`src/rtl/alien_fire_scheduler_if.sv`:
```
// alien_fire_scheduler_if
//   Bundles the signals between the alien shot scheduler and its surroundings:
//   frame timing, the `random` latch block, the alien matrix and the
//   alien-shot object.
//
//   enable        game running; low parks the scheduler in IDLE
//   startOfFrame  one-cycle pulse per video frame
//   rand_in       dout of the `random` block
//   rand_req      strobe to random.rise
//   alive_cols    bit c set = column c still has an alive alien
//   shot_busy     an alien shot is already in flight
//   fire          one-cycle launch strobe
//   fire_col      column of the launch, holds after fire
//
//   master : the scheduler side
//   slave  : the environment side (timing, random, matrix, shot object)
`timescale 1ns/1ps
interface alien_fire_scheduler_if #(
  parameter int SIZE_BITS = 8,
  parameter int COLS      = 11,
  parameter int COL_BITS  = 4
);
  logic                 enable;
  logic                 startOfFrame;
  logic [SIZE_BITS-1:0] rand_in;
  logic                 rand_req;
  logic [COLS-1:0]      alive_cols;
  logic                 shot_busy;
  logic                 fire;
  logic [COL_BITS-1:0]  fire_col;

  modport master (
    input  enable, startOfFrame, rand_in, alive_cols, shot_busy,
    output rand_req, fire, fire_col
  );

  modport slave (
    output enable, startOfFrame, rand_in, alive_cols, shot_busy,
    input  rand_req, fire, fire_col
  );
endinterface

```
`src/rtl/alien_fire_scheduler.sv`:
```
// alien_fire_scheduler
//   Decides when, and from which alien column, the next enemy shot is
//   launched. Each shot costs two samples from the `random` block: one sets
//   the delay in frames, the other picks the starting column. The delay is
//   counted down on startOfFrame, then the column is reduced modulo COLS by
//   repeated subtraction and checked against alive_cols before firing.
//
//   Ports:
//     clk    system clock
//     reset  synchronous, active-high reset
//     bus    alien_fire_scheduler_if.master (see interface file)
//
//   Build option:
//     SCHED_SKIP_DEAD_EN  when defined, SCAN walks forward (with wrap-around)
//                         from the picked column until it finds an alive one,
//                         giving up after COLS columns. When undefined, a
//                         dead picked column simply restarts the delay.
`timescale 1ns/1ps
module alien_fire_scheduler #(
  parameter int SIZE_BITS   = 8,
  parameter int COLS        = 11,
  parameter int COL_BITS    = 4,
  parameter int MIN_DELAY   = 8,
  parameter int DELAY_SHIFT = 4
) (
  input  logic                  clk,
  input  logic                  reset,
  alien_fire_scheduler_if.master bus
);

  // Delay counter sized for the largest MIN_DELAY + (rand >> DELAY_SHIFT).
  localparam int MAX_DELAY = MIN_DELAY + ((2**SIZE_BITS - 1) >> DELAY_SHIFT);
  localparam int DLY_BITS  = $clog2(MAX_DELAY + 1);
  // idx must hold a raw random value before it is reduced modulo COLS.
  localparam int IDX_BITS  = (SIZE_BITS > COL_BITS) ? SIZE_BITS : COL_BITS;

  localparam logic [IDX_BITS-1:0] COLS_IDX = IDX_BITS'(COLS);
  localparam logic [DLY_BITS-1:0] MIN_DLY  = DLY_BITS'(MIN_DELAY);

`ifdef SCHED_SKIP_DEAD_EN
  localparam int SCAN_BITS = $clog2(COLS + 1);
  localparam logic [IDX_BITS-1:0]  LAST_IDX  = IDX_BITS'(COLS - 1);
  localparam logic [SCAN_BITS-1:0] LAST_SCAN = SCAN_BITS'(COLS - 1);
`endif

  typedef enum logic [3:0] {
    IDLE, REQ_DLY, WAIT_DLY, COUNT, REQ_COL, WAIT_COL, MOD, SCAN, FIRE
  } state_t;

  state_t              r_state, w_stateNext;
  logic                r_reqSecond, w_reqSecondNext;
  logic [DLY_BITS-1:0] r_delayCnt, w_delayCntNext;
  logic [IDX_BITS-1:0] r_idx, w_idxNext;
  logic [COL_BITS-1:0] r_fireCol, w_fireColNext;
`ifdef SCHED_SKIP_DEAD_EN
  logic [SCAN_BITS-1:0] r_scanCnt, w_scanCntNext;
`endif

  logic [COL_BITS-1:0] w_idxCol;
  logic                w_colAlive;
  logic [DLY_BITS-1:0] w_randDelay;
  logic                w_randReq;
  logic                w_fire;

  // In SCAN idx is always below COLS, so its low bits are a valid column.
  assign w_idxCol    = r_idx[COL_BITS-1:0];
  assign w_colAlive  = bus.alive_cols[w_idxCol];
  assign w_randDelay = MIN_DLY + DLY_BITS'(bus.rand_in >> DELAY_SHIFT);

  assign bus.rand_req = w_randReq;
  assign bus.fire     = w_fire;
  assign bus.fire_col = r_fireCol;

  // Next-state and output logic. Every register holds by default; the
  // request states use r_reqSecond to stretch rand_req over two cycles.
  // Dropping enable overrides everything: back to IDLE with both strobes
  // low, while fire_col keeps its last launched column.
  always_comb begin
    w_stateNext     = r_state;
    w_reqSecondNext = 1'b0;
    w_delayCntNext  = r_delayCnt;
    w_idxNext       = r_idx;
    w_fireColNext   = r_fireCol;
`ifdef SCHED_SKIP_DEAD_EN
    w_scanCntNext   = r_scanCnt;
`endif
    w_randReq       = 1'b0;
    w_fire          = 1'b0;

    case (r_state)
      IDLE: begin
        w_stateNext = REQ_DLY;
      end
      REQ_DLY: begin
        w_randReq = 1'b1;
        if (r_reqSecond) w_stateNext = WAIT_DLY;
        else             w_reqSecondNext = 1'b1;
      end
      WAIT_DLY: begin
        w_delayCntNext = w_randDelay;
        w_stateNext    = COUNT;
      end
      COUNT: begin
        // At zero the count is frozen; only shot_busy going low releases it.
        if (r_delayCnt == '0) begin
          if (!bus.shot_busy) w_stateNext = REQ_COL;
        end else if (bus.startOfFrame) begin
          w_delayCntNext = r_delayCnt - DLY_BITS'(1);
        end
      end
      REQ_COL: begin
        w_randReq = 1'b1;
        if (r_reqSecond) w_stateNext = WAIT_COL;
        else             w_reqSecondNext = 1'b1;
      end
      WAIT_COL: begin
        w_idxNext   = IDX_BITS'(bus.rand_in);
        w_stateNext = MOD;
      end
      MOD: begin
        // Modulo by repeated subtraction, one step per cycle.
        if (r_idx >= COLS_IDX) begin
          w_idxNext = r_idx - COLS_IDX;
        end else begin
`ifdef SCHED_SKIP_DEAD_EN
          w_scanCntNext = '0;
`endif
          w_stateNext = SCAN;
        end
      end
      SCAN: begin
`ifdef SCHED_SKIP_DEAD_EN
        if (w_colAlive) begin
          w_fireColNext = w_idxCol;
          w_stateNext   = FIRE;
        end else if (r_scanCnt == LAST_SCAN) begin
          w_stateNext = REQ_DLY;
        end else begin
          w_idxNext     = (r_idx == LAST_IDX) ? '0 : r_idx + IDX_BITS'(1);
          w_scanCntNext = r_scanCnt + SCAN_BITS'(1);
        end
`else
        if (w_colAlive) begin
          w_fireColNext = w_idxCol;
          w_stateNext   = FIRE;
        end else begin
          w_stateNext = REQ_DLY;
        end
`endif
      end
      FIRE: begin
        w_fire      = 1'b1;
        w_stateNext = REQ_DLY;
      end
      default: begin
        w_stateNext = IDLE;
      end
    endcase

    if (!bus.enable) begin
      w_stateNext     = IDLE;
      w_reqSecondNext = 1'b0;
      w_fireColNext   = r_fireCol;
      w_randReq       = 1'b0;
      w_fire          = 1'b0;
    end
  end

  // State and datapath registers; reset wins over everything else.
  always_ff @(posedge clk) begin
    if (reset) begin
      r_state     <= IDLE;
      r_reqSecond <= 1'b0;
      r_delayCnt  <= '0;
      r_idx       <= '0;
      r_fireCol   <= '0;
`ifdef SCHED_SKIP_DEAD_EN
      r_scanCnt   <= '0;
`endif
    end else begin
      r_state     <= w_stateNext;
      r_reqSecond <= w_reqSecondNext;
      r_delayCnt  <= w_delayCntNext;
      r_idx       <= w_idxNext;
      r_fireCol   <= w_fireColNext;
`ifdef SCHED_SKIP_DEAD_EN
      r_scanCnt   <= w_scanCntNext;
`endif
    end
  end

endmodule

```
`src/flat_wrapper.sv`:
```
// flat-port wrapper written by rule: the top's interface ports become plain ports
module alien_fire_scheduler_flat 
#(
  parameter int SIZE_BITS   = 8,
  parameter int COLS        = 11,
  parameter int COL_BITS    = 4,
  parameter int MIN_DELAY   = 8,
  parameter int DELAY_SHIFT = 4
)
  (clk, reset, bus_enable, bus_startOfFrame, bus_rand_in, bus_alive_cols, bus_shot_busy, bus_rand_req, bus_fire, bus_fire_col);
  alien_fire_scheduler_if #(.SIZE_BITS(SIZE_BITS), .COLS(COLS), .COL_BITS(COL_BITS)) bus_i ();
  input  logic clk;
  input  logic reset;
  input wire logic [$bits(bus_i.enable)-1:0] bus_enable;
  input wire logic [$bits(bus_i.startOfFrame)-1:0] bus_startOfFrame;
  input wire logic [$bits(bus_i.rand_in)-1:0] bus_rand_in;
  input wire logic [$bits(bus_i.alive_cols)-1:0] bus_alive_cols;
  input wire logic [$bits(bus_i.shot_busy)-1:0] bus_shot_busy;
  output wire logic [$bits(bus_i.rand_req)-1:0] bus_rand_req;
  output wire logic [$bits(bus_i.fire)-1:0] bus_fire;
  output wire logic [$bits(bus_i.fire_col)-1:0] bus_fire_col;
  assign bus_i.enable = bus_enable;
  assign bus_i.startOfFrame = bus_startOfFrame;
  assign bus_i.rand_in = bus_rand_in;
  assign bus_i.alive_cols = bus_alive_cols;
  assign bus_i.shot_busy = bus_shot_busy;
  assign bus_rand_req = bus_i.rand_req;
  assign bus_fire = bus_i.fire;
  assign bus_fire_col = bus_i.fire_col;
  alien_fire_scheduler #(.SIZE_BITS(SIZE_BITS), .COLS(COLS), .COL_BITS(COL_BITS), .MIN_DELAY(MIN_DELAY), .DELAY_SHIFT(DELAY_SHIFT)) u_core (.clk(clk), .reset(reset), .bus(bus_i));
endmodule
```
`config.mk`:
```
export PLATFORM = sky130hd
export DESIGN_NAME = alien_fire_scheduler_flat
export DESIGN_NICKNAME = d
export VERILOG_FILES = /design/src/rtl/alien_fire_scheduler_if.sv /design/src/rtl/alien_fire_scheduler.sv /design/src/flat_wrapper.sv
export SDC_FILE = /design/constraint.sdc
export NUM_CORES = 1
export LEC_CHECK = 0
export ABC_AREA = 1
export BUFFER_PORTS_ARGS = -buffer_cell sky130_fd_sc_hd__buf_2
export CORE_UTILIZATION = 48
export CTS_CLUSTER_DIAMETER = 200
export DETAILED_ROUTE_END_ITERATION = 7
export MAX_ROUTING_LAYER = met4
export PLACE_DENSITY = 0.74
export SLEW_MARGIN = 20
export SYNTH_ARGS = -nofsm -noshare
export SYNTH_HDL_FRONTEND = slang
export SYNTH_SLANG_ARGS = --single-unit
```
`constraint.sdc`:
```
create_clock -name clk -period 1.3 [get_ports clk]
set_input_delay 0.13 -clock clk [delete_from_list [all_inputs] [get_ports clk]]
set_output_delay 0.13 -clock clk [all_outputs]
set_load 0.005 [all_outputs]
```
==> flow_summary.ini <==
[worst_setup_path]
end_kind = flop
crit_path_top_delay_cell = dfxtp_4
startpoint = u_core.r_state[3]
critical_path_class = flop to flop
critPathTopFamily = simple AND/OR/NAND/NOR gates
crit_path_frequent_cell = nand3_1
cp.buffers_inverters = 4
worstPathRequired_ps = 1530
worstPathCellList = inv_4 -> nand2_4 -> nor3_4 -> buf_6 -> o21ai_4 -> buf_4 -> nand2_2 -> nand3_1 -> nand3_1 -> inv_1
r2r_end = u_core.r_idx[6]
worstPathArrival_ps = 1680
r2r_slack_ps = -150
cp_slowest_stage_delay_ps = 400
cp_max_fo = 4
regToRegStartpoint = u_core.r_state[3]
r2r_cells = 10
worst_setup_path_start_kind = flop

[finish]
register_area_sq_um = 459.2
diodes = 0
multi_input_area_sq_um = 1037
fillers = 206
drive_above_1_share_pct = 46.53
area_growth_pct = 57.92
num-nets-final = 331
final_util_pct = 80.70

[routing]
viasPerCell = 5.266
first_iter_violations = 68
route.detailed.drc = 0
vias = 1759
postRouteAntennaNets = 0
drt_first_pass_iters = 4
wl_um = 4313
post_drt_wl_per_cell_um = 12.91

[timing]
finalClockSkew_ps = 4.408
setup_viol = 23
fin_ws_ps = -149.3
slew_violations = 0
rsz0062_at_grt = true
hold_viol = 0
slew_headroom_pct = 75.15
final.setup.tns_ps = -2276
max_freq_mhz = 690.0
hold_slack_ps = 56.47
period_share_pct = 111.5
period_needed_ps = 1449
worst_slew_pin_slew_ps = 371.9

[status]
violations = negative setup slack
status = finished with violations

[synth]
avgSynthCellArea_sq_um = 6.153
synth_enable_flop_cells = 0
synth_most_common_cell = nand2_1
synthTopCellsByCount = nand2_1, inv_1, nor2_1, dfxtp_1, o21ai_0
seq_area_frac_synth_pct = 30.99
synth_area_sq_um = 1421
netlist.area_leader.share_pct = 30.99
synth.net_count = 258
synth_seq_cells = 22
synth_largest_area_cell = dfxtp_1
synth_area_leaders = dfxtp_1, nand2_1, inv_1
synth-async-reset-ratio_pct = 0
synth_warnings = 0
synth_cells = 231
synthFlopType = dfxtp_1
synthDistinctLibCells = 29

[power]
p_leak_nw = 1.118
power_mw = 1.533
intPower_mw = 1.128
max-vdd-ir-drop_mv = 0.6035
p_sw_mw = 0.4054
p_comb_share_pct = 18.7
power_frac_clock_pct = 35.7
pwr-share-seq_pct = 45.6
power.density_nw_per_um2 = 683.0
p_sw_share_pct = 26.44

[cts]
root_buffer = clkbuf_4
cts_buffer_depth = 2
cts_htree_levels = 1
clkLatencyLatePin_ps = 320
cts.sinks = 22
cts_tree = done
cts_buffers = 3
clk_pin_slew_ps = 140

[placement]
io_buffers = 29
place.gp.congestion = 0.8597
detailed_place_hpwl_um = 2602

[global_route]
grt_pass1_wl_um = 6768
track_usage_pct = 27.36
grt_max_degree = 17
grt.overflow.total = 0
antenna_found_initial = 0
grt_pass1_vias = 1634

[floorplan]
die_h_um = 56.42
ios = 30
core_sq_um = 2781
die_area_sq_um = 3183
die_w_um = 56.42
initial_utilization_pct = 51.10
num_rows = 19

[job]
drv_cap = 0

[min_path]
hold_end = u_core.r_delayCnt[1]
hold_start = bus_rand_in[5]
hp-class = input pin to flop
min_path_cells = 3
==> worst min-delay path, delay by kind of cell <==
family	cells	cell delay (ps)
buf+inv	1	90
simple gates	1	80
compound gates	1	50
==> cell usage in the layout, fill, tap and decap left out, types with 2 or more instances in the layout <==
| cell type | netlist | layout |
|---|---|---|
| inv_4 | 1 | 3 |
| buf_6 | 0 | 5 |
| a21oi_2 | 2 | 4 |
| xor2_1 | 3 | 3 |
| o21ai_4 | 0 | 3 |
| o21ai_2 | 1 | 9 |
| buf_4 | 1 | 34 |
| inv_1 | 35 | 27 |
| dfxtp_2 | 0 | 3 |
| nand2_1 | 54 | 45 |
| nor2_2 | 0 | 5 |
| nand3_2 | 0 | 6 |
| nor2_1 | 31 | 22 |
| dfxtp_1 | 22 | 15 |
| inv_2 | 3 | 6 |
| dfxtp_4 | 0 | 4 |
| clkbuf_4 | 0 | 3 |
| o21ai_1 | 2 | 10 |
| nor2_4 | 1 | 5 |
| buf_2 | 1 | 29 |
| ha_1 | 3 | 2 |
| a21oi_1 | 12 | 10 |
| a31oi_1 | 5 | 4 |
| clkinvlp_4 | 0 | 2 |
| nand2_4 | 1 | 5 |
| inv_6 | 0 | 2 |
| nand2_2 | 1 | 7 |
| o21ai_0 | 22 | 3 |
| nand3_1 | 19 | 13 |
==> cell type report <==
| type | count | share of cell area (%) |
|---|---|---|
| Clock buffer | 3 | 1.003 |
| Clock inverter | 1 | 1.338 |
| Timing Repair Buffer | 70 | 21.46 |
| Tap cell | 31 | 1.728 |
| Timing Repair inverter | 1 | 0.3344 |
| Sequential cell | 22 | 20.46 |
| Inverter | 39 | 7.469 |
| Multi-Input combinational cell | 167 | 46.21 |
==> metrics by stage <==
step | instances | worst slack [ps] | cell area, sq um
2_1_floorplan | 231 | -87.62 | 1469
3_3_place_gp | 318 | -135.1 | 1866
3_5_place_dp | 318 | -176.6 | 1866
4_1_cts | 329 | -128.3 | 2076
5_1_grt | 334 | -228.4 | 2245
6_report | 334 | -149.3 | 2245
==> timing repair <==
item | in CTS | in global routing
buffers inserted | 5 | 5
resized for setup | 51 | 36
pin swaps | 14 | 15
hold endpoints to repair | 1 | 0
cloned | 2 | 0
hold buffers | 1 | 0
setup endpoints to repair | 23 | 23
==> routing by layer <==
metal  up-vias  share of wire (%)  global-route usage [%]
li1        891                  -                       -
met1       820                 44                   33.10
met2        42                 51                   47.28
met3         6                3.8                   2.995
met4         0                1.1                   9.408
met5         -                  0                       -
==> cell families (layout without fill, tap and decap cells) <==
kind of cell             Yosys count  after routing  share of synthesized area (%)
adder cells (fa/ha/maj)            3              3                          2.641
flip-flops                        22             22                          30.99
XOR/XNOR                           3              3                          1.849
AND/OR/NAND/NOR                  113            114                          34.42
AO/OA/AOI/OAI                     47             47                          18.22
buffers and inverters             43            114                          11.88
==> registers in the layout, summed over array words and instances (netlist names) <==
register             cells
u_core.r_state           4
u_core.bus.fire_col      4
u_core.r_reqSecond       1
u_core.r_delayCnt        5
u_core.r_idx             8
==> worst max-delay path by stage <==
stage / end / slack (ps) / depth (start not counted)
2_1_floorplan: u_core.bus.fire_col[0] / -90 / 12
3_3_place_gp: u_core.r_idx[5] / -140 / 9
3_5_place_dp: u_core.r_idx[5] / -180 / 9
4_1_cts: u_core.r_idx[5] / -130 / 9
5_1_grt: bus_rand_req / -230 / 7
6_report: u_core.r_idx[6] / -150 / 10
==> power groups by stage <==
stage          Sequential [mW]  Clock, mW  Combinational, mW
2_1_floorplan            0.715          0              0.129
3_3_place_gp             0.717          0              0.222
3_5_place_dp             0.717          0              0.224
4_1_cts                  0.697      0.544              0.249
5_1_grt                  0.702      0.578              0.317
6_report                 0.699      0.547              0.287
Power figures use the tool's default switching activity.
